`src/rtl/bp_pkg.sv`:
```
// Shared branch-predictor definitions: BHT/GHR widths and 2-bit counter encodings.
package bp_pkg;

  localparam int BHT_IDX_W = 10;
  localparam int GHR_W     = 8;
  localparam int PC_W      = 32;
  localparam int STAT_W    = 32;

  typedef enum logic [1:0] {
    SNT = 2'b00,
    WNT = 2'b01,
    WT  = 2'b10,
    ST  = 2'b11
  } bht_state_e;

  // The counter MSB is the taken/not-taken prediction the front end acted on.
  function automatic logic predicted_taken(input logic [1:0] state);
    return state[1];
  endfunction

endpackage

```
`src/rtl/sat_counter2.sv`:
```
// Combinational 2-bit saturating counter: steps toward ST on taken, toward SNT otherwise.
module sat_counter2
  import bp_pkg::*;
(
  input  logic [1:0] i_state,
  input  logic       i_taken,
  output logic [1:0] o_next
);

  // NOTE: default assignment first so every path drives o_next and no latch is inferred.
  always_comb begin
    o_next = i_state;
    unique case (bht_state_e'(i_state))
      SNT: o_next = i_taken ? WNT : SNT;
      WNT: o_next = i_taken ? WT  : SNT;
      WT:  o_next = i_taken ? ST  : WNT;
      ST:  o_next = i_taken ? ST  : WT;
      default: o_next = i_state;
    endcase
  end

endmodule

```
`src/rtl/bht_updater.sv`:
```
// BHT write-back stage: registered counter update, GHR commit and mispredict recovery.
// Optional BHT_STATS_EN adds br_cnt / mispred_cnt statistics outputs.
module bht_updater
  import bp_pkg::*;
(
  input  logic                 clk,
  input  logic                 rst_n,
  input  logic                 ex_valid,
  input  logic                 stall,
  input  logic [PC_W-1:0]      ex_pc,
  input  logic [1:0]           ex_old_bht,
  input  logic [GHR_W-1:0]     ex_old_pattern,
  input  logic                 ex_taken,
  output logic                 upd_valid,
  output logic [BHT_IDX_W-1:0] upd_addr,
  output logic [1:0]           upd_bht,
  output logic [GHR_W-1:0]     ghr,
  output logic                 mispredict,
`ifdef BHT_STATS_EN
  output logic [STAT_W-1:0]    br_cnt,
  output logic [STAT_W-1:0]    mispred_cnt,
`endif
  output logic [GHR_W-1:0]     recover_pattern
);

  logic                 r_upd_valid;
  logic [BHT_IDX_W-1:0] r_upd_addr;
  logic [1:0]           r_upd_bht;
  logic [GHR_W-1:0]     r_ghr;
  logic                 r_mispredict;
  logic [GHR_W-1:0]     r_recover_pattern;

  logic                 w_accept;
  logic [BHT_IDX_W-1:0] w_idx;
  logic                 w_bypass;
  logic [1:0]           w_base;
  logic [1:0]           w_next;
  logic                 w_mispred;

  assign w_accept  = ex_valid & ~stall;
  assign w_idx     = ex_pc[BHT_IDX_W:1];

  // The counter read at fetch is stale if the previous cycle wrote the same entry.
  assign w_bypass  = r_upd_valid && (w_idx == r_upd_addr);
  assign w_base    = w_bypass ? r_upd_bht : ex_old_bht;

  // Mispredict is judged against what fetch actually saw, never the bypassed value.
  assign w_mispred = predicted_taken(ex_old_bht) != ex_taken;

  sat_counter2 u_sat (
    .i_state (w_base),
    .i_taken (ex_taken),
    .o_next  (w_next)
  );

  // NOTE: sequential state uses non-blocking assignments so all registers sample pre-edge values.
  always_ff @(posedge clk or negedge rst_n) begin
    if (!rst_n) begin
      r_upd_valid       <= 1'b0;
      r_upd_addr        <= '0;
      r_upd_bht         <= SNT;
      r_ghr             <= '0;
      r_mispredict      <= 1'b0;
      r_recover_pattern <= '0;
    end else begin
      r_upd_valid  <= w_accept;
      r_mispredict <= w_accept & w_mispred;
      if (w_accept) begin
        r_upd_addr <= w_idx;
        r_upd_bht  <= w_next;
        r_ghr      <= {r_ghr[GHR_W-2:0], ex_taken};
        if (w_mispred) begin
          r_recover_pattern <= {ex_old_pattern[GHR_W-2:0], ex_taken};
        end
      end
    end
  end

`ifdef BHT_STATS_EN
  logic [STAT_W-1:0] r_br_cnt;
  logic [STAT_W-1:0] r_mispred_cnt;

  // Both counters wrap naturally at 2^32.
  always_ff @(posedge clk or negedge rst_n) begin
    if (!rst_n) begin
      r_br_cnt      <= '0;
      r_mispred_cnt <= '0;
    end else if (w_accept) begin
      r_br_cnt <= r_br_cnt + 1'b1;
      if (w_mispred) begin
        r_mispred_cnt <= r_mispred_cnt + 1'b1;
      end
    end
  end

  assign br_cnt      = r_br_cnt;
  assign mispred_cnt = r_mispred_cnt;
`endif

  assign upd_valid       = r_upd_valid;
  assign upd_addr        = r_upd_addr;
  assign upd_bht         = r_upd_bht;
  assign ghr             = r_ghr;
  assign mispredict      = r_mispredict;
  assign recover_pattern = r_recover_pattern;

endmodule

```
`config.mk`:
```
export PLATFORM = sky130hd
export DESIGN_NAME = bht_updater
export DESIGN_NICKNAME = d
export VERILOG_FILES = /design/src/rtl/bp_pkg.sv /design/src/rtl/sat_counter2.sv /design/src/rtl/bht_updater.sv
export SDC_FILE = /design/constraint.sdc
export NUM_CORES = 1
export LEC_CHECK = 0
export ABC_AREA = 1
export CORE_UTILIZATION = 35
export CTS_CLUSTER_SIZE = 40
export DETAILED_ROUTE_END_ITERATION = 16
export HOLD_SLACK_MARGIN = 0.1
export PLACE_DENSITY_LB_ADDON = 0.05
export REMOVE_ABC_BUFFERS = 1
export SETUP_SLACK_MARGIN = 0.5
export SYNTH_ARGS = -nofsm -noshare
export SYNTH_HDL_FRONTEND = slang
export SYNTH_SLANG_ARGS = --single-unit
export TNS_END_PERCENT = 1
```
`constraint.sdc`:
```
create_clock -name clk -period 1.2 [get_ports clk]
set_input_delay 0.24 -clock clk [delete_from_list [all_inputs] [get_ports clk]]
set_output_delay 0.24 -clock clk [all_outputs]
set_load 0.005 [all_outputs]
```
# Yosys cells after proc, flatten, opt, wreduce, memory -nomap -nowiden
# Cells that the tools add are included.
word_totals:
  word_cells: 23
  register_bits: 30
  output_inout_bits: 30
classes:
  mux: 6
  n_reduce_logical: 3
  n_bitwise: 3
  n_eq_ne: 5
op_table:
  columns: ["op", "count"]
  rows:
  - ["equality test 10 bit", 1]
  - ["one-hot mux 2 bit (4 select lines)", 1]
  - ["2-to-1 mux 2 bit", 3]
  - ["equality test 2 bit (second input constant)", 2]
  - ["AND 1 bit", 2]
  - ["equality test 2 x 1 -> 1 bit (second input constant)", 1]
  - ["zero test 2 bit", 1]
  - ["2-to-1 mux 1 bit", 2]
  - ["AND reduction 2 bit", 1]
  - ["logical AND 1 bit", 1]
  - ["!= test 1 bit", 1]
  - ["inverter 1 bit", 1]

# Longest topological paths before layout
logic_depth:
  depth_word: 5
  mapped_depth: 13

# By module
# Synthesis repeated with hierarchy kept, for this count alone.
unflattened:
  hier_cells: 195
  area_unflattened_um2: 1458.9
by_module_without_submodules:
  columns: ["mod", "area_per_inst_um2", "seq_area_each_um2", "n_inst", "cells_each"]
  rows:
  - ["bht_updater", 1437.6, 750.7, 1, 190]
  - ["sat_counter2", 21.3, 0.0, 1, 5]

# Least setup slack after synthesis
# No wires, ideal clock.
synth_timing:
  kind: "register -> register"
  startpoint: "register r_upd_addr[6] (netlist: upd_addr[6])"
  endpoint: "register r_upd_bht[1] (netlist: upd_bht[1])"
  n_path_buf: 0
  path_slack_ps: -68
  synth_period_minus_slack_ps: 1268
  setup_time_ps: 116
  arrival_ps: 1151
  t_required_ps: 1084
  path_stages_with_launch: 13
  path_cell_list: "dfrtp_1 > inv_1 > nand2_1 > nand2_1 > nand2_2 > nor2_4 > nand3_1 > nand2_1 > nand2_2 > nor2_1 > nor2_1 > nand2_1 > nand2_1"
synth_between:
  elab_chain_len: 5
synth_lines:
  columns: ["item", "line_no", "text"]
  rows:
  - ["start, declared", "bht_updater.sv:27", "logic [BHT_IDX_W-1:0] r_upd_addr;"]
  - ["start signal, assigned", "bht_updater.sv:69", "r_upd_addr <= w_idx;"]
  - ["equality test 10 bit (*)", "bht_updater.sv:44", "assign w_bypass = r_upd_valid && (w_idx == r_upd_addr);"]
  - ["logical AND 1 bit (*)", "bht_updater.sv:44", null]
  - ["2-to-1 mux 2 bit (*)", "bht_updater.sv:45", "assign w_base = w_bypass ? r_upd_bht : ex_old_bht;"]
  - ["equality test 2 bit, or another cell as far along", "sat_counter2.sv:13", "unique case (bht_state_e'(i_state))"]
  - ["one-hot mux 2 bit (4 select lines) (*)", "sat_counter2.sv:13", null]
  - ["end signal, assigned", "bht_updater.sv:70", "r_upd_bht <= w_next;"]
  - ["end, declared", "bht_updater.sv:28", "logic [1:0] r_upd_bht;"]
# Every way passes the cells marked *; elsewhere a longest branch is shown, timed or not.
# A chain may end at the register's enable or synchronous reset.

# Final worst setup path
layout_timing:
  startpoint: "register r_upd_addr[9] (netlist: upd_addr[9])"
  endpoint: "register r_upd_bht[1] (netlist: upd_bht[1])"
# Same word-level chain as after synthesis.

==> summary.txt <==
Clock network
  – Root Buffer: clkbuf_8
  – H-tree depth: 2
  – CTS Sinks: 30
  – CTS Buffer Depth: 2
  – CTS clock-pin slew for the worst setup and hold paths: 0.07 ns
  – CTS tree: yes
  – Clock latency on the worst-skew pair: 0.28 ns
  – Number of buffers created by CTS: 5

Detailed routing
  – Via count: 1433
  – Routed WL: 3.32 mm
  – First-pass iteration count of the detailed router: 4
  – DR iter-0 viols: 33
  – WL per Instance: 10.2 um
  – Post-DRT Antenna Nets: 0
  – Routed vias/inst: 4.41
  – DRC violations left: 0

Synthesis
  – Main combinational cell family by area after synthesis: simple AND/OR/NAND/NOR gates
  – Synthesized area: 1440 sq um
  – Most common cell in the netlist: nand2_1
  – Post-synth ARST share: 100%
  – Compound-Gate Fraction of Synth Area: 5.74%
  – Post-synth EDFFs: 0
  – Synthesis-stage register bit count: 30
  – Syn. warnings: 0
  – Post-synthesis sequential area ratio: 52.2%
  – Synth top area cells: dfrtp_1 52%, nand2_1 24%, inv_1 7.0%, o21ai_0 5.2%, nand3_1 2.1%
  – Leading area contributor after synthesis: dfrtp_1
  – Post-synth top area share: 52.2%
  – Post-synth cell types: 16
  – Post-Synth Simple-Gate Area: 32.1%
  – Post-Synth XOR/XNOR Area: 0.609%
  – Avg Cell Area, Syn: 7.37 sq um
  – Top cells by count, synth: 93 x nand2_1, 30 x dfrtp_1, 27 x inv_1
  – Post-Synth Adder-Cell Area: 0%
  – Multiplexer share of the synthesized area: 0%
  – Cells after Synth: 195
  – Main synth FF type: dfrtp_1

Worst setup path
  – CP Buf/Inv Count: 2
  – Ordered cell list for the critical path: buf_6 -> inv_2 -> a21boi_2 -> nand2_1 -> nor2_2 -> nand3_2 -> nand2_2 -> nand2_4 -> nor2_2 -> nor2_1 -> nand2_1 -> nand2_1
  – CP Max Fanout: 3
  – CP required: 1.37 ns
  – Flop2flop setup slack: -0.25 ns
  – Data arrival, critical path: 1.62 ns
  – Worst Setup End Kind: flip-flop
  – WS Path Type: flip-flop to flip-flop
  – Worst Setup Start Kind: flip-flop
  – Top delay family on crit path: simple AND/OR/NAND/NOR gates
  – CP most frequent cell: nand2_1
  – Largest stage delay, worst path: 0.37 ns
  – Crit-path slowest cell: dfrtp_1

Finish
  – Fraction of layout cells with a size suffix above 1: 32.1%
  – Post-Layout Cell Count: 325
  – Antenna cell count: 0
  – Synth-to-layout area growth: 59.9%
  – Nets: 323

GRT
  – Vias in the first global route: 1376
  – Initial antenna violation count: 0
  – Largest net degree at the start of global routing: 31
  – First-pass GRT wire length: 5.72 mm
  – GRT Util Overall: 17.7%
  – Total grt overflow: 0

STA
  – Setup WS post-layout: -0.247 ns
  – Clock skew: 0.00532 ns
  – Hold Violations, Final: 0
  – Slew Viols, Final: 0
  – Fin crit period: 1.45 ns
  – RSZ-0062 raised after global routing: yes
  – Slew headroom: 85.9%
  – Max Freq: 691 MHz
  – Setup violations, final: 4
  – Least-Margin Pin Slew: 0.212 ns
  – Final hold slack: 0.320 ns
  – Tcrit/Tclk final: 121%

Pwr
  – Post-layout power: 3.07 mW
  – LEAKAGE: 1.27 nW
  – Peak supply drop: 0.000698 V
  – Pwr Density: 1340 nW/um^2

Flow run
  – Max-Cap Viols: 0

Die
  – Starting Density: 37.8%
  – Core area: 3800 sq um
  – Die area: 4370 sq um
  – I/O pins: 77
  – Placement Rows: 22
  – DIE HEIGHT: 66.1 um
  – Die X: 66.1 um

Placement
  – Final GP Congestion: 0.729
  – DPL Wire Length: 2.34 mm
  – DP Cell Count: 309
  – Port Buffers: 53

Outcome
  – Status: finished with violations
  – Failing checks: negative setup slack

Hold path
  – Worst hold path type: input port to asynchronous set/reset pin
[power breakdown]
part | leakage (nW) | internal [mW] | switching [mW] | total, mW
clock | 0.0514 | 0.619 | 0.392 | 1.01
sequential | 0.378 | 1.17 | 0.0989 | 1.27
combinational | 0.841 | 0.426 | 0.366 | 0.792
total | 1.27 | 2.22 | 0.857 | 3.07
[per-stage QoR]
step | util, % | TNS, ns | setup WS (ns) | cell area, sq um
final | 60.5 | -0.704 | -0.247 | 2300
after global routing | 60.5 | -1.66 | -0.394 | 2300
after CTS | 59.0 | -0.532 | -0.216 | 2240
after detailed placement | 56.7 | -7.94 | -0.529 | 2150
after global placement | 56.7 | -7.85 | -0.510 | 2150
after floorplan | - | -14.12 | -0.689 | 1420
[state kept, by name, indices dropped and copies added, names as in the netlist]
register and flops:
upd_valid 1, upd_addr 10, mispredict 1, ghr 8, upd_bht 2, recover_pattern 8
[layer usage]
| metal | global-route usage, % | part of all wire [%] |
|---|---|---|
| met1 | 20.9 | 45 |
| met2 | 29.8 | 49 |
| met3 | 5.17 | 5.2 |
| met4 | 7.18 | 0.96 |
| met5 | 0 | 0 |
[cell usage in the layout, fill, tap and decap left out, types with 7 or more instances in the layout]
cell	netlist	layout
nand2_1	93	88
dfrtp_1	30	30
inv_1	27	24
buf_2	2	23
buf_4	0	18
clkdlybuf4s50_1	0	16
o21ai_0	15	15
buf_6	0	12
nand2_2	3	7
[final cells by class]
cell class                 instances  area (sq um)
fill                             381          1500
inverter                          31           121
clock buffer                       6          72.6
multi-input combinational        130           617
timing repair buffer              78           639
sequential                        30           751
clock inverter                     2          37.5
tap                               48          60.1
[cell families (layout without fill, tap and decap cells)]
group	Yosys count	after routing
xor+xnor	1	1
buf+inv	35	117
simple gates	113	113
compound gates	16	16
flops	30	30
[path summary, 6_finish.rpt]
| path | from | to | cells after the start |
|---|---|---|---|
| setup reg to reg | upd_addr[9] | upd_bht[1] | 12 |
| hold reg to reg | ghr[7] | ghr[7] | 2 |
| max in group asynchronous | rst_n | upd_bht[0] | 2 |
| setup / recovery | upd_addr[9] | upd_bht[1] | 12 |
| min in group clk | ex_pc[10] | upd_addr[9] | 3 |
| hold / removal | rst_n | upd_addr[5] | 2 |
[worst reg2reg max path, delay by kind of cell (launching register included)]
family | cells | cell delay [ns]
and+or+nand+nor | 9 | 0.69
AOI/OAI and AO/OA | 1 | 0.15
buffers and inverters | 2 | 0.15
DFF | 1 | 0.37
[timing repair]
item / in CTS / in global routing
setup buffers: 7 / 1
pin swaps: 10 / 14
hold buffers: 0 / 0
endpoints found under the setup margin: 60 / 60
gates resized for setup: 128 / 18
(Power assumes the default switching activity.)
